<file path="src/rtl/spi_adc_pkg.sv">
// Shared types, defaults and command encoding for the ADC scan sequencer.
package spi_adc_pkg;

    localparam int unsigned DEF_DATA_W  = 24;
    localparam int unsigned DEF_CMD_W   = 8;
    localparam int unsigned DEF_NUM_CH  = 4;
    localparam int unsigned DEF_CLK_DIV = 4;
    localparam int unsigned CMD_MAX_W   = 32;

    typedef enum logic [2:0] {
        ST_IDLE,
        ST_PICK,
        ST_CS_SETUP,
        ST_SHIFT,
        ST_CS_HOLD,
        ST_OUTPUT,
        ST_DONE
    } seq_state_e;

    // Command word is the channel index, zero-extended; callers truncate to CMD_W.
    function automatic logic [CMD_MAX_W-1:0] make_cmd(input logic [CMD_MAX_W-1:0] ch);
        return ch;
    endfunction

endpackage

</file>
<file path="src/rtl/spi_sclk_gen.sv">
// SCLK generator: CLK_DIV cycles low then CLK_DIV cycles high while enabled,
// with strobes marking the cycle whose closing edge raises or drops SCLK.
module spi_sclk_gen #(
    parameter int unsigned CLK_DIV = 4
) (
    input  logic clock_i,
    input  logic reset_ni,
    input  logic en_i,
    output logic SCLK_o,
    output logic rise_o,
    output logic fall_o
);

    localparam int unsigned CNT_W = (CLK_DIV > 1) ? $clog2(CLK_DIV) : 1;

    logic [CNT_W-1:0] cnt_q, cnt_d;
    logic             sclk_q, sclk_d;
    logic             last_c;

    assign last_c = (cnt_q == CNT_W'(CLK_DIV - 1));

    // Disabled means parked at the start of a low phase.
    always_comb begin
        cnt_d  = cnt_q;
        sclk_d = sclk_q;
        if (!en_i) begin
            cnt_d  = '0;
            sclk_d = 1'b0;
        end else if (last_c) begin
            cnt_d  = '0;
            sclk_d = ~sclk_q;
        end else begin
            cnt_d = cnt_q + CNT_W'(1);
        end
    end

    always_ff @(posedge clock_i) begin
        if (!reset_ni) begin
            cnt_q  <= '0;
            sclk_q <= 1'b0;
        end else begin
            cnt_q  <= cnt_d;
            sclk_q <= sclk_d;
        end
    end

    assign SCLK_o = sclk_q;
    assign rise_o = en_i & ~sclk_q & last_c;
    assign fall_o = en_i & sclk_q & last_c;

endmodule

</file>
<file path="src/rtl/spi_adc_sequencer.sv">
// Scan controller: walks the latched channel mask, runs one SPI frame per
// channel and hands each captured sample out on a valid/ready stream.
module spi_adc_sequencer
    import spi_adc_pkg::*;
#(
    parameter int unsigned DATA_W  = DEF_DATA_W,
    parameter int unsigned CMD_W   = DEF_CMD_W,
    parameter int unsigned NUM_CH  = DEF_NUM_CH,
    parameter int unsigned CLK_DIV = DEF_CLK_DIV,
    parameter int unsigned CH_W    = $clog2(NUM_CH)
) (
    input  logic              clock_i,
    input  logic              reset_ni,
    input  logic              start_i,
    input  logic [NUM_CH-1:0] ch_mask_i,
    output logic              busy_o,
    output logic              scan_done_o,
    output logic              SCLK_o,
    output logic              CS_no,
    output logic              MOSI_o,
    input  logic              MISO_i,
    output logic              sample_valid_o,
    input  logic              sample_ready_i,
    output logic [DATA_W-1:0] sample_data_o,
    output logic [CH_W-1:0]   sample_ch_o
);

    localparam int unsigned TOTAL_W = CMD_W + DATA_W;
    localparam int unsigned BIT_W   = $clog2(TOTAL_W + 1);
    localparam int unsigned DIV_W   = $clog2(CLK_DIV + 1);

    seq_state_e        state_q, state_d;
    logic [NUM_CH-1:0] pending_q, pending_d;
    logic [CH_W-1:0]   cur_ch_q, cur_ch_d, pick_ch;
    logic [CMD_W-1:0]  cmd_q, cmd_d;
    logic [DATA_W-1:0] cap_q, cap_d, data_q, data_d;
    logic [BIT_W-1:0]  bit_q, bit_d;
    logic [DIV_W-1:0]  div_q, div_d;
    logic [CH_W-1:0]   ch_q, ch_d;
    logic              cs_n_q, cs_n_d, mosi_q, mosi_d, valid_q, valid_d;
    logic              busy_q, busy_d, done_q, done_d;
    logic              div_last, sclk_en, sclk_rise, sclk_fall;

    spi_sclk_gen #(
        .CLK_DIV (CLK_DIV)
    ) u_sclk (
        .clock_i  (clock_i),
        .reset_ni (reset_ni),
        .en_i     (sclk_en),
        .SCLK_o   (SCLK_o),
        .rise_o   (sclk_rise),
        .fall_o   (sclk_fall)
    );

    assign sclk_en  = (state_q == ST_SHIFT);
    assign div_last = (div_q == DIV_W'(CLK_DIV - 1));

    // Lowest pending channel: the last assignment in a descending walk wins.
    always_comb begin
        pick_ch = '0;
        for (int i = NUM_CH - 1; i >= 0; i--) begin
            if (pending_q[i]) pick_ch = CH_W'(i);
        end
    end

    always_comb begin
        state_d   = state_q;
        pending_d = pending_q;
        cur_ch_d  = cur_ch_q;
        cmd_d     = cmd_q;
        cap_d     = cap_q;
        bit_d     = bit_q;
        div_d     = div_q;
        mosi_d    = mosi_q;
        data_d    = data_q;
        ch_d      = ch_q;
        unique case (state_q)
            ST_IDLE: begin
                if (start_i) begin
                    pending_d = ch_mask_i;
                    state_d   = ST_PICK;
                end
            end
            ST_PICK: begin
                if (pending_q == '0) begin
                    state_d = ST_DONE;
                end else begin
                    cur_ch_d  = pick_ch;
                    pending_d = pending_q & (pending_q - NUM_CH'(1));
                    cmd_d     = CMD_W'(make_cmd(CMD_MAX_W'(pick_ch)));
                    mosi_d    = cmd_d[CMD_W-1];
                    cap_d     = '0;
                    bit_d     = '0;
                    div_d     = '0;
                    state_d   = ST_CS_SETUP;
                end
            end
            ST_CS_SETUP: begin
                if (div_last) begin
                    div_d   = '0;
                    state_d = ST_SHIFT;
                end else begin
                    div_d = div_q + DIV_W'(1);
                end
            end
            ST_SHIFT: begin
                if (sclk_rise) bit_d = bit_q + BIT_W'(1);
                // bit_q holds the 1-based index of the period whose high phase is ending.
                if (sclk_fall) begin
                    cmd_d  = cmd_q << 1;
                    mosi_d = cmd_d[CMD_W-1];
                    if (bit_q > BIT_W'(CMD_W)) cap_d = DATA_W'({cap_q, MISO_i});
                    if (bit_q == BIT_W'(TOTAL_W)) state_d = ST_CS_HOLD;
                end
            end
            ST_CS_HOLD: begin
                if (div_last) begin
                    div_d   = '0;
                    data_d  = cap_q;
                    ch_d    = cur_ch_q;
                    state_d = ST_OUTPUT;
                end else begin
                    div_d = div_q + DIV_W'(1);
                end
            end
            ST_OUTPUT: begin
                if (sample_ready_i) state_d = ST_PICK;
            end
            ST_DONE: state_d = ST_IDLE;
            default: state_d = ST_IDLE;
        endcase
        cs_n_d  = !(state_d inside {ST_CS_SETUP, ST_SHIFT, ST_CS_HOLD});
        valid_d = (state_d == ST_OUTPUT);
        busy_d  = (state_d != ST_IDLE);
        done_d  = (state_d == ST_DONE);
    end

    always_ff @(posedge clock_i) begin
        if (!reset_ni) begin
            state_q   <= ST_IDLE;
            pending_q <= '0;
            cur_ch_q  <= '0;
            cmd_q     <= '0;
            cap_q     <= '0;
            bit_q     <= '0;
            div_q     <= '0;
            cs_n_q    <= 1'b1;
            mosi_q    <= 1'b0;
            valid_q   <= 1'b0;
            data_q    <= '0;
            ch_q      <= '0;
            busy_q    <= 1'b0;
            done_q    <= 1'b0;
        end else begin
            state_q   <= state_d;
            pending_q <= pending_d;
            cur_ch_q  <= cur_ch_d;
            cmd_q     <= cmd_d;
            cap_q     <= cap_d;
            bit_q     <= bit_d;
            div_q     <= div_d;
            cs_n_q    <= cs_n_d;
            mosi_q    <= mosi_d;
            valid_q   <= valid_d;
            data_q    <= data_d;
            ch_q      <= ch_d;
            busy_q    <= busy_d;
            done_q    <= done_d;
        end
    end

    assign CS_no          = cs_n_q;
    assign MOSI_o         = mosi_q;
    assign sample_valid_o = valid_q;
    assign sample_data_o  = data_q;
    assign sample_ch_o    = ch_q;
    assign busy_o         = busy_q;
    assign scan_done_o    = done_q;

endmodule

</file>
<file path="config.mk">
export PLATFORM = sky130hd
export DESIGN_NAME = spi_adc_sequencer
export DESIGN_NICKNAME = d
export VERILOG_FILES = /design/src/rtl/spi_adc_pkg.sv /design/src/rtl/spi_sclk_gen.sv /design/src/rtl/spi_adc_sequencer.sv
export SDC_FILE = /design/constraint.sdc
export NUM_CORES = 1
export LEC_CHECK = 0
export ABC_AREA = 1
export CAP_MARGIN = 40
export CORE_ASPECT_RATIO = 1.1
export CORE_UTILIZATION = 30
export DETAILED_ROUTE_END_ITERATION = 8
export GPL_TIMING_DRIVEN = 0
export PLACE_DENSITY = 0.58
export SKIP_CTS_REPAIR_TIMING = 1
export SLEW_MARGIN = 20
export SYNTH_ARGS = -nofsm -noshare
export SYNTH_HDL_FRONTEND = slang
export SYNTH_HIERARCHICAL = 1
export SYNTH_SLANG_ARGS = --single-unit
</file>
<file path="constraint.sdc">
create_clock -name clock_i -period 4.33 [get_ports clock_i]
set_input_delay 0.866 -clock clock_i [delete_from_list [all_inputs] [get_ports clock_i]]
set_output_delay 0.866 -clock clock_i [all_outputs]
set_load 0.03 [all_outputs]
</file>
==> impl_metrics.py, run 1 <==
metrics = {
    "run_status": {
        "status": "completed",
    },
    "clock_network": {
        "insertion_delay_ns": 0.35,
        "cts_made_buffers": 9,
        "clk_pin_slew_ns": 0.06,
        "cts-root-buf": "clkbuf_16",
        "clockBufferDepth": 2,
        "cts_tree": "done",
        "cts.sinks": 83,
        "htreeDepth": 3,
    },
    "grt": {
        "track_usage": 0.146,
        "grt_max_degree": 13,
        "grt_pass1_wl_um": 14000,
        "antenna_found_initial": 0,
        "grt_pass1_vias": 2924,
        "gr-total-overflow": 0,
    },
    "sta": {
        "tns_ns": 0,
        "slew_headroom": 0.664,
        "hold_slack_ns": 0.442,
        "setup_viol_count_final": 0,
        "final_hold_viol_count": 0,
        "period_share": 0.555,
        "drv_slew": 0,
        "fin_crit_ns": 2.40,
        "clock_skew_ns": 0.00621,
        "worstMarginPinSlew_ns": 0.505,
        "maxClockFrequency_mhz": 416,
        "rsz0062_at_grt": "no",
    },
    "logic_synthesis": {
        "ys_ff_latch": 83,
        "syn_area_per_cell_um2": 7.11,
        "synth_commonest_cells": "nor2_1, dfxtp_1, nand2_1",
        "synthDistinctLibCells": 23,
        "yosysTopAreaCell": "dfxtp_1",
        "synth_edf_count": 0,
        "yosys_warnings": 6,
        "synth_nets": 521,
        "synth_most_common_cell": "nor2_1",
        "synthCells": 507,
        "synth_ff_type": "dfxtp_1",
        "synth.cell_area_mm2": 0.00361,
        "async_reset_ff_frac": 0,
        "synth_area_leaders": "dfxtp_1, a21oi_1, nor2_1",
        "synth_top_cell_area_share": 0.461,
        "synth_seq_area_share": 0.461,
    },
    "route": {
        "via_per_inst": 4.59,
        "drcViolationCount": 0,
        "drtPass1Iterations": 5,
        "drt-total-wl_um": 8470,
        "drtIter0Drc": 140,
        "num_vias": 3267,
        "avgRoutedWirePerCell_um": 11.9,
        "ant_nets": 0,
    },
    "place": {
        "portBuffers": 40,
        "gp_congestion": 0.794,
        "hpwlAfterDp_um": 6010,
    },
    "finish": {
        "drive_gt1_frac": 0.0765,
        "multi_input_area_mm2": 0.00157,
        "syn_to_final_growth_pct": 24.1,
        "nets": 572,
        "register_area_mm2": 0.00166,
        "antenna_cells": 0,
        "fillers": 1238,
    },
    "power_and_ir_drop": {
        "p_per_area_mw_per_mm2": 419,
        "vdd_drop_max_v": 0.000148,
        "static-leakage-power_uw": 0.00195,
    },
    "floorplan": {
        "fp.dieW_um": 107,
        "placeableCoreArea_mm2": 0.0116,
        "dieHeight_um": 117,
        "ioPinCount": 41,
        "dieArea_mm2": 0.0125,
        "initial_core_util": 0.311,
        "placementRows": 41,
    },
    "worst_setup_path": {
        "cp-start-kind": "register",
        "cp.arrival_ns": 2.63,
        "r2r_slack_ns": 1.93,
        "cp_max_fo": 11,
        "cp.required_ns": 4.56,
        "reg2reg_to": "busy_o",
        "r2r-start": "state_q[0]",
        "reg2reg_depth": 12,
        "crit_type": "register to register",
        "endpoint_kind": "register",
    },
    "min_path": {
        "holdPathStages": 2,
        "worstHoldStart": "div_q[2]",
        "hold_end": "div_q[2]",
        "hold_path.class": "register to register",
    },
    "job": {
        "maxCapViolCount": 0,
    },
}
## where the power goes
| part | switching (µW) | internal [µW] |
|---|---|---|
| clock | 298 | 433 |
| combinational | 189 | 113 |
| sequential | 25.8 | 819 |
| total | 513 | 1360 |
## worst max-delay path by stage
stage	startpoint	to	slack (ns)	depth (start not counted)
after floorplan	state_q[1]	busy_o	2.42	12
after global placement	reset_ni	cmd_q[5]	1.77	5
after detailed placement	reset_ni	cmd_q[6]	1.74	5
after CTS	state_q[0]	busy_o	1.93	12
after global routing	state_q[0]	busy_o	1.59	12
final	state_q[0]	busy_o	1.93	12
## metrics by stage
stage / total power [µW] / util / std cells / area (µm²) / setup slack (ns)
finish: 1880 / 0.386 / 712 / 4480 / 1.93
global route: 1990 / 0.386 / 712 / 4480 / 1.59
CTS: 1900 / 0.386 / 712 / 4480 / 1.93
detailed placement: 1160 / 0.362 / 697 / 4200 / 1.74
global placement: 1160 / 0.362 / 697 / 4200 / 1.77
floorplan: 1090 / - / 507 / 3610 / 2.42
## area by class of cell
class,count,area share
clock buffers,14,0.0612
repair buffers,40,0.0894
clock inverters,1,0.00168
plain buffers,27,0.0383
flip-flops and latches,83,0.371
multi-input cells,342,0.350
inverters,55,0.0461
well taps,150,0.0419
## per-layer routing
layer / wire length (µm) / vias up / global-route usage
met5: 0 / - / 0
met4: 148 / 0 / 0.0603
met1: 4100 / 1473 / 0.186
met3: 361 / 10 / 0.0482
li1: - / 1732 / -
met2: 3860 / 52 / 0.228
## layout by cell type, fill, tap and decap left out
| cell | count |
|---|---|
| nand4_1 | 3 |
| buf_4 | 1 |
| buf_6 | 7 |
| nand2_1 | 83 |
| buf_2 | 11 |
| clkbuf_1 | 10 |
| inv_2 | 3 |
| nor3_1 | 4 |
| nand3_1 | 41 |
| clkbuf_16 | 9 |
| nor2_4 | 1 |
| clkinvlp_4 | 1 |
| dfxtp_1 | 83 |
| a22oi_1 | 1 |
| ha_1 | 5 |
| clkbuf_8 | 3 |
| xor2_1 | 1 |
| clkdlybuf4s50_1 | 40 |
| nand3_2 | 1 |
| clkinv_1 | 1 |
| a21oi_1 | 71 |
| o21ai_0 | 37 |
| a21boi_0 | 1 |
| nand2_2 | 3 |
| nor2_2 | 3 |
| nor2_1 | 87 |
| inv_1 | 51 |
## worst max-delay path: stages (launching register included)
cell	delay (ns)
dfxtp_1	0.38
nand2_1	0.12
nor2_4	0.21
buf_2	0.28
nand2_1	0.10
nor2_1	0.33
nand2_1	0.10
inv_1	0.07
nand2_1	0.05
o21ai_0	0.30
nand3_1	0.14
nand2_1	0.13
nand3_1	0.08
## registers in the layout (all words and copies together), names as in the netlist, 3 cells and up
| register | count |
|---|---|
| cmd_q | 7 |
| div_q | 3 |
| state_q | 3 |
| bit_q | 6 |
| sample_data_o | 24 |
| pending_q | 4 |
| cap_q | 24 |
## logic make-up (layout without fill, tap and decap cells)
| group | after synthesis | count (layout) | share of synthesized area |
|---|---|---|---|
| flops | 83 | 83 | 0.461 |
| fa+ha+maj | 5 | 5 | 0.0173 |
| simple gates | 226 | 226 | 0.261 |
| xor+xnor | 1 | 1 | 0.00243 |
| buf+inv | 82 | 137 | 0.105 |
| compound gates | 110 | 110 | 0.154 |
No activity file was read; power rests on OpenSTA's default activity.
==> inputs of run 2 (changes only) <==
Clock period 4.33 ns to 2.5 ns, I/O delays scaled along.
==> run 2 against run 1 <==
Maximum frequency increased by 8.1%. Combinational power increased by 73%. Hold slack about the same.
==> impl_metrics.py, run 2 (synthesis results as in run 1) <==
metrics = {
    "floorplan": {
        "placeableCoreArea_mm2": 0.0116,
        "ioPinCount": 41,
        "dieArea_mm2": 0.0125,
        "fp.dieW_um": 107,
        "placementRows": 41,
        "dieHeight_um": 117,
        "initial_core_util": 0.311,
    },
    "route": {
        "drtPass1Iterations": 5,
        "ant_nets": 0,
        "via_per_inst": 4.59,
        "drtIter0Drc": 144,
        "avgRoutedWirePerCell_um": 11.9,
        "drcViolationCount": 0,
        "num_vias": 3271,
        "drt-total-wl_um": 8470,
    },
    "sta": {
        "setup_viol_count_final": 0,
        "drv_slew": 0,
        "final_hold_viol_count": 0,
        "tns_ns": 0,
        "worstMarginPinSlew_ns": 0.507,
        "rsz0062_at_grt": "no",
        "period_share": 0.889,
        "clock_skew_ns": 0.00627,
        "fin_crit_ns": 2.22,
        "maxClockFrequency_mhz": 450,
        "slew_headroom": 0.662,
    },
    "clock_network": {
        "cts.sinks": 83,
        "htreeDepth": 3,
        "insertion_delay_ns": 0.35,
        "clockBufferDepth": 2,
        "cts_tree": "done",
        "cts_made_buffers": 9,
        "cts-root-buf": "clkbuf_16",
        "clk_pin_slew_ns": 0.06,
    },
    "worst_setup_path": {
        "cp.required_ns": 2.73,
        "crit_family": "simple AND/OR/NAND/NOR gates",
        "worst-path-buf-inv": 2,
        "critPathMaxStageDelay_ns": 0.38,
        "path_cells": "nand2_1 > nor2_4 > buf_2 > nand2_1 > nor2_2 > nand2_1 > inv_1 > nand2_1 > o21ai_1 > nand3_1 > nand2_1 > nand3_1",
        "reg2reg_depth": 12,
        "cp-start-kind": "register",
        "reg2reg_to": "busy_o",
        "crit_type": "register to register",
        "r2r_slack_ns": 0.28,
        "endpoint_kind": "register",
        "cp.arrival_ns": 2.45,
        "crit_top_cell": "nand2_1",
        "slowest_stage": "dfxtp_1",
        "r2r-start": "state_q[0]",
        "cp_max_fo": 11,
    },
    "min_path": {
        "holdPathStages": 2,
        "hold_path.class": "register to register",
        "worstHoldStart": "div_q[2]",
        "hold_end": "div_q[2]",
    },
    "grt": {
        "grt_max_degree": 13,
        "track_usage": 0.146,
        "grt_pass1_vias": 2924,
        "gr-total-overflow": 0,
        "antenna_found_initial": 0,
        "grt_pass1_wl_um": 14000,
    },
    "job": {
        "maxCapViolCount": 0,
    },
    "finish": {
        "nets": 572,
        "fin_cells": 712,
        "antenna_cells": 0,
        "final_cell_mix": "nor2_1, dfxtp_1, nand2_1",
        "syn_to_final_growth_pct": 24.2,
        "final_core_util": 0.386,
        "drive_gt1_frac": 0.0783,
        "layout_commonest_cell": "nor2_1",
    },
    "power_and_ir_drop": {
        "static-leakage-power_uw": 0.00195,
        "vdd_drop_max_v": 0.000257,
        "report.power.total_uw": 3250,
        "p_per_area_mw_per_mm2": 726,
    },
    "place": {
        "gp_congestion": 0.794,
        "place_inst": 697,
        "portBuffers": 40,
        "hpwlAfterDp_um": 6010,
    },
    "run_status": {
        "status": "completed",
    },
}
[run 2: cell counts in the layout (fill, tap and decap cells not counted)]
No cell type changed its count.
[run 2: layout make-up]
| class | instances | area (µm²) |
|---|---|---|
| Sequential cell | 83 | 1660 |
| Clock inverter | 1 | 7.51 |
| Clock buffer | 14 | 274 |
| Fill cell | 1239 | 7110 |
| Multi-Input combinational cell | 342 | 1570 |
| Buffer | 27 | 171 |
| Tap cell | 150 | 188 |
| Inverter | 55 | 206 |
| Timing Repair Buffer | 40 | 400 |
[run 2: per-stage QoR]
step / hold slack, ns / area (µm²) / setup WS [ns]
finish: 0.442 / 4480 / 0.279
global route: 0.480 / 4480 / 0.0296
CTS: 0.441 / 4480 / 0.0976
detailed placement: 0.429 / 4200 / 0.113
global placement: 0.423 / 4200 / 0.159
floorplan: 0.415 / 3610 / 0.588
[run 2: power by group]
part | leakage, µW | internal, µW | switching (µW)
Sequential | 0.000672 | 1420 | 44.7
Combinational | 0.00114 | 196 | 327
Clock | 0.000135 | 749 | 517
[run 2: worst reg2reg max path: cells and delay by family, from the launching register on]
| family | cells | cell delay [ns] |
|---|---|---|
| AO/OA/AOI/OAI | 1 | 0.21 |
| buffers and inverters | 2 | 0.34 |
| flip-flops | 1 | 0.38 |
| AND/OR/NAND/NOR | 9 | 1.17 |
[run 2: how the worst max path moves through the flow]
stage,from,endpoint,slack (ns),cells past startpoint
after floorplan,state_q[1],busy_o,0.59,12
after global placement,state_q[0],busy_o,0.16,12
after detailed placement,state_q[0],busy_o,0.11,12
after CTS,state_q[0],busy_o,0.1,12
after global routing,state_q[0],busy_o,0.03,12
final,state_q[0],busy_o,0.28,12
[run 2: metal layers]
layer  wire length (µm)  GRT usage  up-vias
li1                   -          -     1731
met1               4070      0.186     1477
met2               3900      0.228       55
met3                370     0.0482        8
met4                137     0.0603        0
met5                  0          0        -
